## src/rtl/clint_pkg.sv

```systemverilog
// Shared types and constants for the CLINT MMIO master: access sizes, FSM states,
// default CLINT window and register offsets.
package clint_pkg;

    localparam logic [1:0] SZ_B = 2'd0;
    localparam logic [1:0] SZ_H = 2'd1;
    localparam logic [1:0] SZ_W = 2'd2;
    localparam logic [1:0] SZ_D = 2'd3;

    typedef enum logic [2:0] {
        IDLE,
        RD_ISSUE,
        RD_DATA,
        WR_ISSUE,
        RESP
    } state_t;

    localparam logic [63:0] CLINT_BASE_DEFAULT = 64'h0000_0000_0200_0000;
    localparam logic [63:0] CLINT_SIZE_DEFAULT = 64'h0000_0000_0001_0000;

    localparam logic [15:0] MTIME_OFF    = 16'hbff8;
    localparam logic [15:0] MTIMECMP_OFF = 16'h4000;

endpackage

```

## src/rtl/clint_lane_align.sv

```systemverilog
// Byte-lane helper: extracts and sign-extends a sub-word load from a CLINT dword,
// and merges sub-word store data into a previously read dword.
module clint_lane_align
    import clint_pkg::*;
(
    input  logic [63:0] rd_dword,
    input  logic [63:0] wr_data,
    input  logic [2:0]  offset,
    input  logic [1:0]  size,
    input  logic        is_unsigned,
    output logic [63:0] load_data,
    output logic [63:0] merged
);

    logic [5:0]  shamt;
    logic [63:0] lane;
    logic [63:0] lane_mask;
    logic        sign_bit;

    always_comb begin
        shamt     = {offset, 3'b000};
        lane      = rd_dword >> shamt;
        lane_mask = '1;
        sign_bit  = 1'b0;
        case (size)
            SZ_B: begin
                lane_mask = 64'h0000_0000_0000_00ff;
                sign_bit  = lane[7];
            end
            SZ_H: begin
                lane_mask = 64'h0000_0000_0000_ffff;
                sign_bit  = lane[15];
            end
            SZ_W: begin
                lane_mask = 64'h0000_0000_ffff_ffff;
                sign_bit  = lane[31];
            end
            default: begin
                lane_mask = '1;
                sign_bit  = 1'b0;
            end
        endcase
        // For a dword the mask is all ones, so the fill term vanishes on its own.
        load_data = (lane & lane_mask) | ((sign_bit && !is_unsigned) ? ~lane_mask : '0);
        merged    = (rd_dword & ~(lane_mask << shamt)) | ((wr_data & lane_mask) << shamt);
    end

endmodule

```

## src/rtl/clint_mmio_master.sv

```systemverilog
// LSU-side bus initiator for the CLINT register port: turns sized load/store requests
// into full-dword CLINT cycles, with read-modify-write for partial stores.
module clint_mmio_master
    import clint_pkg::*;
#(
    parameter int          DATA_WIDTH = 64,
    parameter logic [63:0] CLINT_BASE = CLINT_BASE_DEFAULT,
    parameter logic [63:0] CLINT_SIZE = CLINT_SIZE_DEFAULT
) (
    input  logic                  clock,
    input  logic                  reset,
    input  logic                  req_valid,
    output logic                  req_ready,
    input  logic [63:0]           req_addr,
    input  logic                  req_wen,
    input  logic [DATA_WIDTH-1:0] req_wdata,
    input  logic [1:0]            req_size,
    input  logic                  req_unsigned,
    output logic                  rsp_valid,
    input  logic                  rsp_ready,
    output logic [DATA_WIDTH-1:0] rsp_rdata,
    output logic                  rsp_err,
    output logic [63:0]           clint_addr,
    output logic [DATA_WIDTH-1:0] clint_wdata,
    output logic                  clint_wen,
    output logic                  clint_sel,
    input  logic [DATA_WIDTH-1:0] clint_rdata
);

    state_t                state;
    state_t                state_next;
    logic [2:0]            cap_offset;
    logic [1:0]            cap_size;
    logic                  cap_unsigned;
    logic                  cap_wen;
    logic [63:0]           addr_q;
    logic [DATA_WIDTH-1:0] wdata_q;
    logic [DATA_WIDTH-1:0] rdata_q;
    logic                  err_q;
    logic [2:0]            align_mask;
    logic [63:0]           window_off;
    logic                  misaligned;
    logic                  out_of_window;
    logic                  req_err;
    logic [DATA_WIDTH-1:0] load_data;
    logic [DATA_WIDTH-1:0] merged;

    always_comb begin
        align_mask = 3'b111;
        case (req_size)
            SZ_B:    align_mask = 3'b000;
            SZ_H:    align_mask = 3'b001;
            SZ_W:    align_mask = 3'b011;
            default: align_mask = 3'b111;
        endcase
        // The subtraction wraps for addresses below the base, hence the separate compare.
        window_off    = req_addr - CLINT_BASE;
        misaligned    = |(req_addr[2:0] & align_mask);
        out_of_window = (req_addr < CLINT_BASE) || (window_off >= CLINT_SIZE);
        req_err       = misaligned || out_of_window;
    end

    always_ff @(posedge clock or posedge reset) begin
        if (reset) begin
            state <= IDLE;
        end else begin
            state <= state_next;
        end
    end

    always_comb begin
        state_next = state;
        req_ready  = 1'b0;
        rsp_valid  = 1'b0;
        clint_sel  = 1'b0;
        clint_wen  = 1'b0;
        case (state)
            IDLE: begin
                req_ready = 1'b1;
                if (req_valid) begin
                    if (req_err) begin
                        state_next = RESP;
                    end else if (req_wen && req_size == SZ_D) begin
                        state_next = WR_ISSUE;
                    end else begin
                        state_next = RD_ISSUE;
                    end
                end
            end
            RD_ISSUE: begin
                clint_sel  = 1'b1;
                state_next = RD_DATA;
            end
            RD_DATA: begin
                state_next = cap_wen ? WR_ISSUE : RESP;
            end
            WR_ISSUE: begin
                clint_sel  = 1'b1;
                clint_wen  = 1'b1;
                state_next = RESP;
            end
            RESP: begin
                rsp_valid = 1'b1;
                if (rsp_ready) begin
                    state_next = IDLE;
                end
            end
            default: state_next = IDLE;
        endcase
    end

    // wdata_q holds the raw store data from accept, and is overwritten by the merged
    // dword in RD_DATA when the store is partial.
    always_ff @(posedge clock or posedge reset) begin
        if (reset) begin
            cap_offset   <= '0;
            cap_size     <= '0;
            cap_unsigned <= 1'b0;
            cap_wen      <= 1'b0;
            addr_q       <= '0;
            wdata_q      <= '0;
            rdata_q      <= '0;
            err_q        <= 1'b0;
        end else if (req_ready && req_valid) begin
            cap_offset   <= req_addr[2:0];
            cap_size     <= req_size;
            cap_unsigned <= req_unsigned;
            cap_wen      <= req_wen;
            addr_q       <= {req_addr[63:3], 3'b000};
            wdata_q      <= req_wdata;
            rdata_q      <= '0;
            err_q        <= req_err;
        end else if (state == RD_DATA) begin
            if (cap_wen) begin
                wdata_q <= merged;
            end else begin
                rdata_q <= load_data;
            end
        end
    end

    clint_lane_align u_lane_align (
        .rd_dword    (clint_rdata),
        .wr_data     (wdata_q),
        .offset      (cap_offset),
        .size        (cap_size),
        .is_unsigned (cap_unsigned),
        .load_data   (load_data),
        .merged      (merged)
    );

    assign clint_addr  = addr_q;
    assign clint_wdata = (state == WR_ISSUE) ? wdata_q : '0;
    assign rsp_rdata   = rdata_q;
    assign rsp_err     = err_q;

endmodule

```

## config.mk

```make
export PLATFORM = sky130hd
export DESIGN_NAME = clint_mmio_master
export DESIGN_NICKNAME = d
export VERILOG_FILES = /design/src/rtl/clint_pkg.sv /design/src/rtl/clint_lane_align.sv /design/src/rtl/clint_mmio_master.sv
export SDC_FILE = /design/constraint.sdc
export NUM_CORES = 1
export LEC_CHECK = 0
export CORE_MARGIN = 8
export CORE_UTILIZATION = 48
export CTS_BUF_LIST = sky130_fd_sc_hd__clkbuf_16
export CTS_CLUSTER_SIZE = 16
export DETAILED_ROUTE_END_ITERATION = 10
export PLACE_DENSITY_LB_ADDON = 0.3
export SETUP_SLACK_MARGIN = 0.2
export SLEW_MARGIN = 25
export SYNTH_ARGS = -nofsm -noshare
export SYNTH_HDL_FRONTEND = slang
export SYNTH_SLANG_ARGS = --single-unit
```

## constraint.sdc

```tcl
create_clock -name clock -period 9.2 [get_ports clock]
set_input_delay 2.3 -clock clock [delete_from_list [all_inputs] [get_ports clock]]
set_output_delay 2.3 -clock clock [all_outputs]
set_load 0.005 [all_outputs]
```

==> results of run 1 <==
==> power groups by stage <==
stage / registers (W) / clock network [W] / logic (W)
floorplan: 0.00110 / 0 / 0.000696
global placement: 0.00118 / 0 / 0.00112
detailed placement: 0.00118 / 0 / 0.00114
CTS: 0.00117 / 0.000826 / 0.00114
global route: 0.00119 / 0.000859 / 0.00125
finish: 0.00118 / 0.000820 / 0.00118
==> worst paths after layout <==
kind / startpoint / to / slack [ns] / depth (start not counted)
max reg2reg: cap_offset[0] / wdata_q[32] / 5.14 / 8
min reg2reg: clint_addr[16] / clint_addr[16] / 0.48 / 2
max: req_addr[27] / rsp_err / 4.10 / 8
max in group asynchronous: reset / cap_offset[0] / 5.41 / 3
min in group asynchronous: reset / clint_addr[3] / 2.35 / 2
min: clint_addr[16] / clint_addr[16] / 0.48 / 2
==> stage by stage <==
| stage | worst slack [ns] | std cells |
|---|---|---|
| 2_1_floorplan | 1.446 | 1463 |
| 3_3_place_gp | 3.718 | 2087 |
| 3_5_place_dp | 3.659 | 2088 |
| 4_1_cts | 4.131 | 2120 |
| 5_1_grt | 4.010 | 2120 |
| 6_report | 4.097 | 2121 |
==> cell usage after synthesis (all sizes together), types with 26 or more instances <==
cell,number,area [sq um]
a221o,42,420.4
o21ai,111,559.3
nor3,28,140.1
a21oi,53,265.3
mux2,38,427.9
mux2i,50,500.5
dfrtp,200,5005
mux4,26,585.6
and2,65,406.6
nand2,354,1329
clkbuf,105,394.1
nor2,100,375.4
==> sequential cells by signal (all words and copies together) (netlist names) <==
signal        count
state             3
wdata_q          64
cap_offset        3
rsp_rdata        64
cap_size          2
rsp_err           1
cap_unsigned      1
clint_addr       61
cap_wen           1
==> cell families after synthesis <==
| kind of cell | share of synthesized area (%) |
|---|---|
| compound gates | 20.96 |
| xor+xnor | 0.1398 |
| fa+ha+maj | 0.09982 |
| buf+inv | 4.063 |
| flops | 39.94 |
| mux | 12.08 |
| other cells | 0.02992 |
| simple gates | 22.69 |
==> final cells by class <==
type                    count  area share, %
flip-flops and latches    200          28.99
diodes                      1        0.01448
clock buffers              17          2.461
inverters                  10         0.2896
well taps                 335          2.425
repair buffers            412          23.70
clock inverters            15          1.180
multi-input cells        1131          40.93
==> layer usage <==
layer	track usage, %	vias to the layer above	share of wire [%]
li1	-	5924	-
met1	42.75	6521	36
met2	54.42	983	45
met3	11.91	198	13
met4	18.44	8	5.8
met5	0	-	0.097
==> worst register-to-register path, cell delays in order, from the launching register on <==
cell and delay [ns]:
dfrtp_4 0.95, buf_4 0.86, nor2_1 0.32, o2bb2ai_1 0.20, a211oi_1 0.90, a22oi_1 0.19, o211ai_1 0.16, o21ai_0 0.20
o21ai_0 0.20
==> results.sh, run 1 <==
export IMPL_cts_tree="built"
export IMPL_fin_crit_ns=5.103
export IMPL_grt_first_pass_wirelength_um=84050
export IMPL_cp_top_family="simple AND/OR/NAND/NOR gates"
export IMPL_hold_path_class="register to register"
export IMPL_fin_skew_ns=0.01422
export IMPL_clk_latency_ns=0.45
export IMPL_synth_flop_cell="dfrtp_1"
export IMPL_cts_buffers=17
export IMPL_wirelength_um=56620
export IMPL_fin_tns_setup_ns=0
export IMPL_slew_violations=0
export IMPL_p_int_w=0.001889
export IMPL_crit_type="input port to register"
export IMPL_die_h_um=177.6
export IMPL_final_common_cell="clkdlybuf4s50_1"
export IMPL_fillers=2175
export IMPL_via_count=13630
export IMPL_antenna_found_initial=6
export IMPL_ys_ff_latch=200
export IMPL_p_leak_nw=7.110
export IMPL_core_area_sq_um=25840
export IMPL_cpMostUsedCell="or4b_4"
export IMPL_root_buffer="clkbuf_16"
export IMPL_post_route_cell_area_sq_um=17280
export IMPL_cts_sinks=200
export IMPL_critical_path_required_ns=9.54
export IMPL_comb_power_share_pct=37.0
export IMPL_ant_nets=0
export IMPL_cts_repair_resized=0
export IMPL_setup_viol=0
export IMPL_yosysUniqueCellTypes=66
export IMPL_place_area_sq_um=16650
export IMPL_critPathSlowestCell="or4b_4"
export IMPL_path_max_fanout=5
export IMPL_h_tree_depth=4
export IMPL_netlist_area_sq_um=12530
export IMPL_rsz0062_at_grt="no"
export IMPL_crit_path_start_kind="input port"
export IMPL_clkTransAtPathRegs_ns=0.09
export IMPL_grt_remaining_overflow=0
export IMPL_io_buffers=393
export IMPL_fin_util_pct=66.89
export IMPL_syn_avg_cell_area_sq_um=8.578
export IMPL_nNetsFinal=1973
export IMPL_powerDensity_nw_per_um2=183.7
export IMPL_hpwl_um=42250
export IMPL_place_congestion=1.023
export IMPL_viasPerCell=6.428
export IMPL_cp_slowest_stage_delay_ns=0.57
export IMPL_max_freq_mhz=196.0
export IMPL_worstPathCellList="clkdlybuf4s50_1 -> or4_4 -> or4b_4 -> nor3b_2 -> o32ai_1 -> or4_1 -> or4b_4 -> o21a_1"
export IMPL_async_reset_ff_share_pct=100.0
export IMPL_drt_iter0_drc=1918
export IMPL_p_sw_w=0.001286
export IMPL_grt_max_degree=134
export IMPL_ios=397
export IMPL_critPathBufInv=1
export IMPL_grt_pass1_vias=13390
export IMPL_drive_gt1_share_pct=8.123
export IMPL_seqCellArea_sq_um=5011
export IMPL_synthCells=1461
export IMPL_hold_slack_ns=0.4815
export IMPL_dieArea_sq_um=31530
export IMPL_synth_edf_count=0
export IMPL_synth_warnings=0
export IMPL_start_util_pct=48.50
export IMPL_worst_pin_slew_ns=1.040
export IMPL_p_total_w=0.003175
export IMPL_route_detailed_drc=0
export IMPL_mostFrequentLayoutCells="clkdlybuf4s50_1 (393), nand2_1 (353), dfrtp_1 (197), o21ai_0 (108), nor2_1 (96)"
export IMPL_grt_usage_pct=35.08
export IMPL_postCtsHoldBufs=0
export IMPL_report_final_hold_viol_count=0
export IMPL_yosysSeqAreaShare_pct=39.94
export IMPL_slew_headroom_pct=30.24
export IMPL_swShare_pct=40.49
export IMPL_wl_per_cell_um=26.70
export IMPL_power_frac_seq_pct=37.1
export IMPL_fin_crit_sh_pct=55.46
export IMPL_crit_arrival_ns=5.44
export IMPL_dr_pass1_iters=9
export IMPL_rows=59
export IMPL_ir_worst_vdd_v=0.0001249
export IMPL_die_w_um=177.6
export IMPL_multiInputGateArea_sq_um=7074
export IMPL_clkPwrFrac_pct=25.8
export IMPL_postCtsSetupBuffers=0
export IMPL_end_kind="register"
export IMPL_status="finished clean"
export IMPL_max_cap_violations=0
export IMPL_cts_buffer_depth=2
export IMPL_area_growth_syn_to_layout_pct=37.91
(Power assumes the default switching activity.)
==> run 2, diff against run 1 <==
- CORE_UTILIZATION: 48 -> 43
- clock period: 9.2 -> 4.68 ns (I/O delays scaled with it)
==> results.sh, run 2 (synthesis results as in run 1) <==
export IMPL_slew_violations=0
export IMPL_h_tree_depth=4
export IMPL_crit_arrival_ns=4.29
export IMPL_route_detailed_drc=0
export IMPL_hold_path_class="register to register"
export IMPL_io_buffers=393
export IMPL_crit_path_start_kind="input port"
export IMPL_dieArea_sq_um=34860
export IMPL_report_final_hold_viol_count=0
export IMPL_wl_met1_um=22260
export IMPL_area_growth_syn_to_layout_pct=39.16
export IMPL_place_congestion=1.047
export IMPL_cts_buffer_depth=2
export IMPL_met2WireLength_um=26780
export IMPL_final_common_cell="clkdlybuf4s50_1"
export IMPL_placedCellCount=2154
export IMPL_seqCellArea_sq_um=5011
export IMPL_grt_max_degree=73
export IMPL_grt_first_pass_wirelength_um=87820
export IMPL_clkTransAtPathRegs_ns=0.09
export IMPL_grt_usage_pct=32.32
export IMPL_fin_skew_ns=0.01465
export IMPL_critical_path_required_ns=5.03
export IMPL_end_kind="register"
export IMPL_status="finished clean"
export IMPL_fillers=2556
export IMPL_via_count=13530
export IMPL_path_max_fanout=5
export IMPL_die_h_um=186.7
export IMPL_ios=397
export IMPL_mostFrequentLayoutCells="clkdlybuf4s50_1 (393), nand2_1 (353), dfrtp_1 (197), o21ai_0 (109), nor2_1 (98)"
export IMPL_wl_per_cell_um=26.65
export IMPL_dr_pass1_iters=6
export IMPL_wirelength_um=58320
export IMPL_routed_wl_met3_um=6614
export IMPL_min_delay_worst_endpoint="clint_addr[36]"
export IMPL_core_area_sq_um=28700
export IMPL_max_freq_mhz=254.2
export IMPL_clk_latency_ns=0.45
export IMPL_worst_pin_slew_ns=1.055
export IMPL_fin_crit_sh_pct=84.05
export IMPL_postCtsSetupBuffers=0
export IMPL_ir_worst_vdd_v=0.0002380
export IMPL_rsz0062_at_grt="no"
export IMPL_grt_remaining_overflow=0
export IMPL_hold_path_startpoint="clint_addr[36]"
export IMPL_drive_gt1_share_pct=8.824
export IMPL_crit_type="input port to register"
export IMPL_nNetsFinal=1990
export IMPL_cts_sinks=200
export IMPL_powerDensity_nw_per_um2=356.4
export IMPL_hold_slack_ns=0.4807
export IMPL_holdPathStages=2
export IMPL_cts_tree="built"
export IMPL_hpwl_um=44290
export IMPL_rrSetupSlack_ns=1.42
export IMPL_reg2reg_from="cap_offset[0]"
export IMPL_fin_crit_ns=3.933
export IMPL_slew_headroom_pct=29.69
export IMPL_fin_tns_setup_ns=0
export IMPL_final_cells=2188
export IMPL_ant_nets=0
export IMPL_grt_pass1_vias=13680
export IMPL_drt_iter0_drc=1755
export IMPL_root_buffer="clkbuf_16"
export IMPL_max_cap_violations=0
export IMPL_multiInputGateArea_sq_um=7071
export IMPL_setup_viol=0
export IMPL_cts_repair_resized=0
export IMPL_viasPerCell=6.184
export IMPL_p_leak_nw=7.178
export IMPL_cts_buffers=17
export IMPL_reg2reg_to="rsp_rdata[20]"
export IMPL_worstRegToRegCells=6
export IMPL_start_util_pct=43.66
export IMPL_postCtsHoldBufs=0
export IMPL_die_w_um=186.7
export IMPL_antenna_found_initial=5
export IMPL_routed_top_layer="met5"
export IMPL_rows=62
[run 2: cell count changes in the layout (fill, tap and decap cells not counted), sizes merged]
cell | previous run | this run
clkinvlp | 1 | 2
bufinv | 0 | 1
clkinv | 4 | 7
diode | 1 | 2
buf | 19 | 36
inv | 20 | 15
[run 2: report_power, final]
| part | switching [W] | leakage, nW | internal, W |
|---|---|---|---|
| sequential | 0.000380 | 2.51 | 0.00197 |
| clock | 0.000787 | 0.289 | 0.000762 |
| combinational | 0.00130 | 4.38 | 0.00101 |
| total | 0.00247 | 7.18 | 0.00374 |
[run 2: cell type report]
type,count,share of cell area (%)
Inverter,10,0.2368
Antenna cell,2,0.02870
Multi-Input combinational cell,1131,40.54
Sequential cell,200,28.73
Tap cell,384,2.755
Clock buffer,17,2.439
Timing Repair Buffer,429,24.32
Clock inverter,15,0.9399
[run 2: per-layer routing]
| metal | vias up | track usage, % |
|---|---|---|
| met1 | 6511 | 40.18 |
| met2 | 914 | 51.19 |
| met4 | 6 | 14.29 |
| met5 | - | 0 |
| met3 | 143 | 9.937 |
| li1 | 5957 | - |
[run 2: worst max-delay path by stage]
stage | from | to
after floorplan | req_addr[25] | rsp_err
after global placement | req_addr[27] | rsp_err
after detailed placement | req_addr[27] | rsp_err
after CTS | req_addr[27] | rsp_err
after global routing | req_addr[25] | state[2]
final | req_addr[27] | rsp_err
[run 2: critical path, stage by stage]
cell             delay [ns]
clkdlybuf4s50_1        0.49
or4_4                  0.54
or4b_4                 0.57
or3_1                  0.39
o311ai_0               0.34
or2_0                  0.18
or4b_4                 0.49
o21a_1                 0.12
[run 2: per-stage QoR]
stage	util, %	setup WS (ns)	area [sq um]	total power [W]
after floorplan	-	0.8847	12540	0.003533
after global placement	58.67	0.3165	16840	0.004576
after detailed placement	58.67	0.2783	16840	0.004605
after CTS	60.72	0.7510	17430	0.006146
after global routing	60.75	0.6362	17440	0.006465
final	60.76	0.7465	17440	0.006215
==> run 3, diff against run 2 <==
- clock period: 4.68 -> 3.5 ns (I/O delays scaled with it)
==> results.sh, run 3 (synthesis results as in run 1) <==
export IMPL_mostFrequentLayoutCells="clkdlybuf4s50_1 (377), nand2_1 (353), dfrtp_1 (197), o21ai_0 (109), buf_4 (99)"
export IMPL_route_detailed_drc=0
export IMPL_crit_path_start_kind="input port"
export IMPL_die_w_um=186.7
export IMPL_area_growth_syn_to_layout_pct=44.59
export IMPL_grt_usage_pct=32.76
export IMPL_cts_tree="built"
export IMPL_nNetsFinal=2059
export IMPL_final_common_cell="clkdlybuf4s50_1"
export IMPL_viasPerCell=6.165
export IMPL_end_kind="register"
export IMPL_hold_slack_ns=0.4756
export IMPL_cts_sinks=200
export IMPL_clk_latency_ns=0.45
export IMPL_fin_crit_sh_pct=95.22
export IMPL_postCtsHoldBufs=0
export IMPL_via_count=13920
export IMPL_worst_pin_slew_ns=0.9600
export IMPL_core_area_sq_um=28700
export IMPL_cts_buffers=17
export IMPL_max_freq_mhz=300.1
export IMPL_slew_violations=0
export IMPL_setup_viol=0
export IMPL_status="finished clean"
export IMPL_fin_skew_ns=0.02005
export IMPL_dr_pass1_iters=7
export IMPL_grt_max_degree=84
export IMPL_p_total_w=0.008352
export IMPL_wirelength_um=59200
export IMPL_critical_path_required_ns=3.83
export IMPL_path_max_fanout=3
export IMPL_ios=397
export IMPL_crit_arrival_ns=3.67
export IMPL_clkTransAtPathRegs_ns=0.08
export IMPL_place_ws_ns=-0.5501
export IMPL_powerDensity_nw_per_um2=460.9
export IMPL_max_cap_violations=0
export IMPL_rows=62
export IMPL_drive_gt1_share_pct=13.42
export IMPL_die_h_um=186.7
export IMPL_fin_util_pct=63.13
export IMPL_grt_pass1_vias=13900
export IMPL_p_leak_nw=7.628
export IMPL_place_congestion=1.018
export IMPL_fillers=2469
export IMPL_fin_crit_ns=3.333
export IMPL_drt_iter0_drc=1645
export IMPL_dieArea_sq_um=34860
export IMPL_post_route_cell_area_sq_um=18120
export IMPL_grt_first_pass_wirelength_um=88440
export IMPL_antenna_found_initial=3
export IMPL_ir_worst_vdd_v=0.0003318
export IMPL_rsz0062_at_grt="no"
export IMPL_hpwl_um=45480
export IMPL_ant_nets=0
export IMPL_report_final_hold_viol_count=0
export IMPL_setup_ws_ns=0.1672
export IMPL_wl_per_cell_um=26.22
export IMPL_io_buffers=393
export IMPL_place_area_sq_um=17330
export IMPL_grt_remaining_overflow=0
export IMPL_start_util_pct=43.66
export IMPL_root_buffer="clkbuf_16"
export IMPL_slew_headroom_pct=36.00
export IMPL_h_tree_depth=4
export IMPL_cts_buffer_depth=2
export IMPL_hold_path_class="register to register"
export IMPL_crit_type="input port to register"
==> run 3: cell count changes in the layout (fill, tap and decap cells not counted), sizes merged <==
| cell | previous run | this run |
|---|---|---|
| dlymetal6s2s | 0 | 8 |
| bufinv | 1 | 0 |
| clkdlybuf4s50 | 393 | 377 |
| buf | 36 | 107 |
| clkinvlp | 2 | 1 |
| clkbuf | 17 | 21 |
| clkdlybuf4s15 | 0 | 2 |
| clkinv | 7 | 9 |
| diode | 2 | 3 |
==> run 3: worst paths after layout <==
kind                                    start             to  slack, ns  cells after the start
worst max-delay path             req_addr[30]        rsp_err       0.17                      9
worst min-delay path            clint_addr[4]  clint_addr[4]       0.48                      2
worst max register to register  cap_offset[1]  rsp_rdata[22]       0.57                      8
worst min register to register  clint_addr[4]  clint_addr[4]       0.48                      2
max in group asynchronous               reset   rsp_rdata[4]       2.08                      3
min in group asynchronous               reset  clint_addr[9]       0.70                      2
==> run 3: critical path, cell delays in order <==
cell and delay (ns):
buf_6 0.09, or4_4 0.54, buf_6 0.14, a211oi_2 0.15, nand2_1 0.09, or4_1 0.53
or4_4 0.53, or4b_4 0.59, o21a_1 0.13
==> run 3: timing repair <==
action | CTS | global route
pin swaps | 10 | 18
endpoints found under the setup margin | 4 | 4
setup buffers | 3 | 5
endpoints found under the hold margin | 0 | 0
resized for setup | 22 | 35
==> run 3: routing by layer <==
| layer | track usage [%] | vias up | wire length [um] |
|---|---|---|---|
| met5 | 0 | - | 31 |
| met1 | 39.56 | 6689 | 21960 |
| met2 | 52.01 | 967 | 26960 |
| met3 | 10.91 | 176 | 7107 |
| li1 | - | 6085 | - |
| met4 | 15.97 | 4 | 3140 |
==> run 3: metrics by stage <==
stage	TNS, ns	cells
after floorplan	0	1463
after global placement	-1.870	2214
after detailed placement	-2.021	2215
after CTS	0	2250
after global routing	0	2255
final	0	2258
==> run 3: power breakdown <==
group / switching, W / leakage, nW / internal (W)
Sequential: 0.000432 / 2.51 / 0.00264
Clock: 0.00106 / 0.286 / 0.000959
Combinational: 0.00183 / 4.83 / 0.00143
==> run 3: final cells by class <==
cell class | count | area [sq um] | area share (%)
inverters | 10 | 41.29 | 0.2279
clock inverters | 15 | 157.7 | 0.8700
multi-input cells | 1131 | 7204 | 39.76
diodes | 3 | 7.507 | 0.04143
repair buffers | 498 | 4792 | 26.45
well taps | 384 | 480.5 | 2.652
clock buffers | 17 | 425.4 | 2.348
flip-flops and latches | 200 | 5011 | 27.66
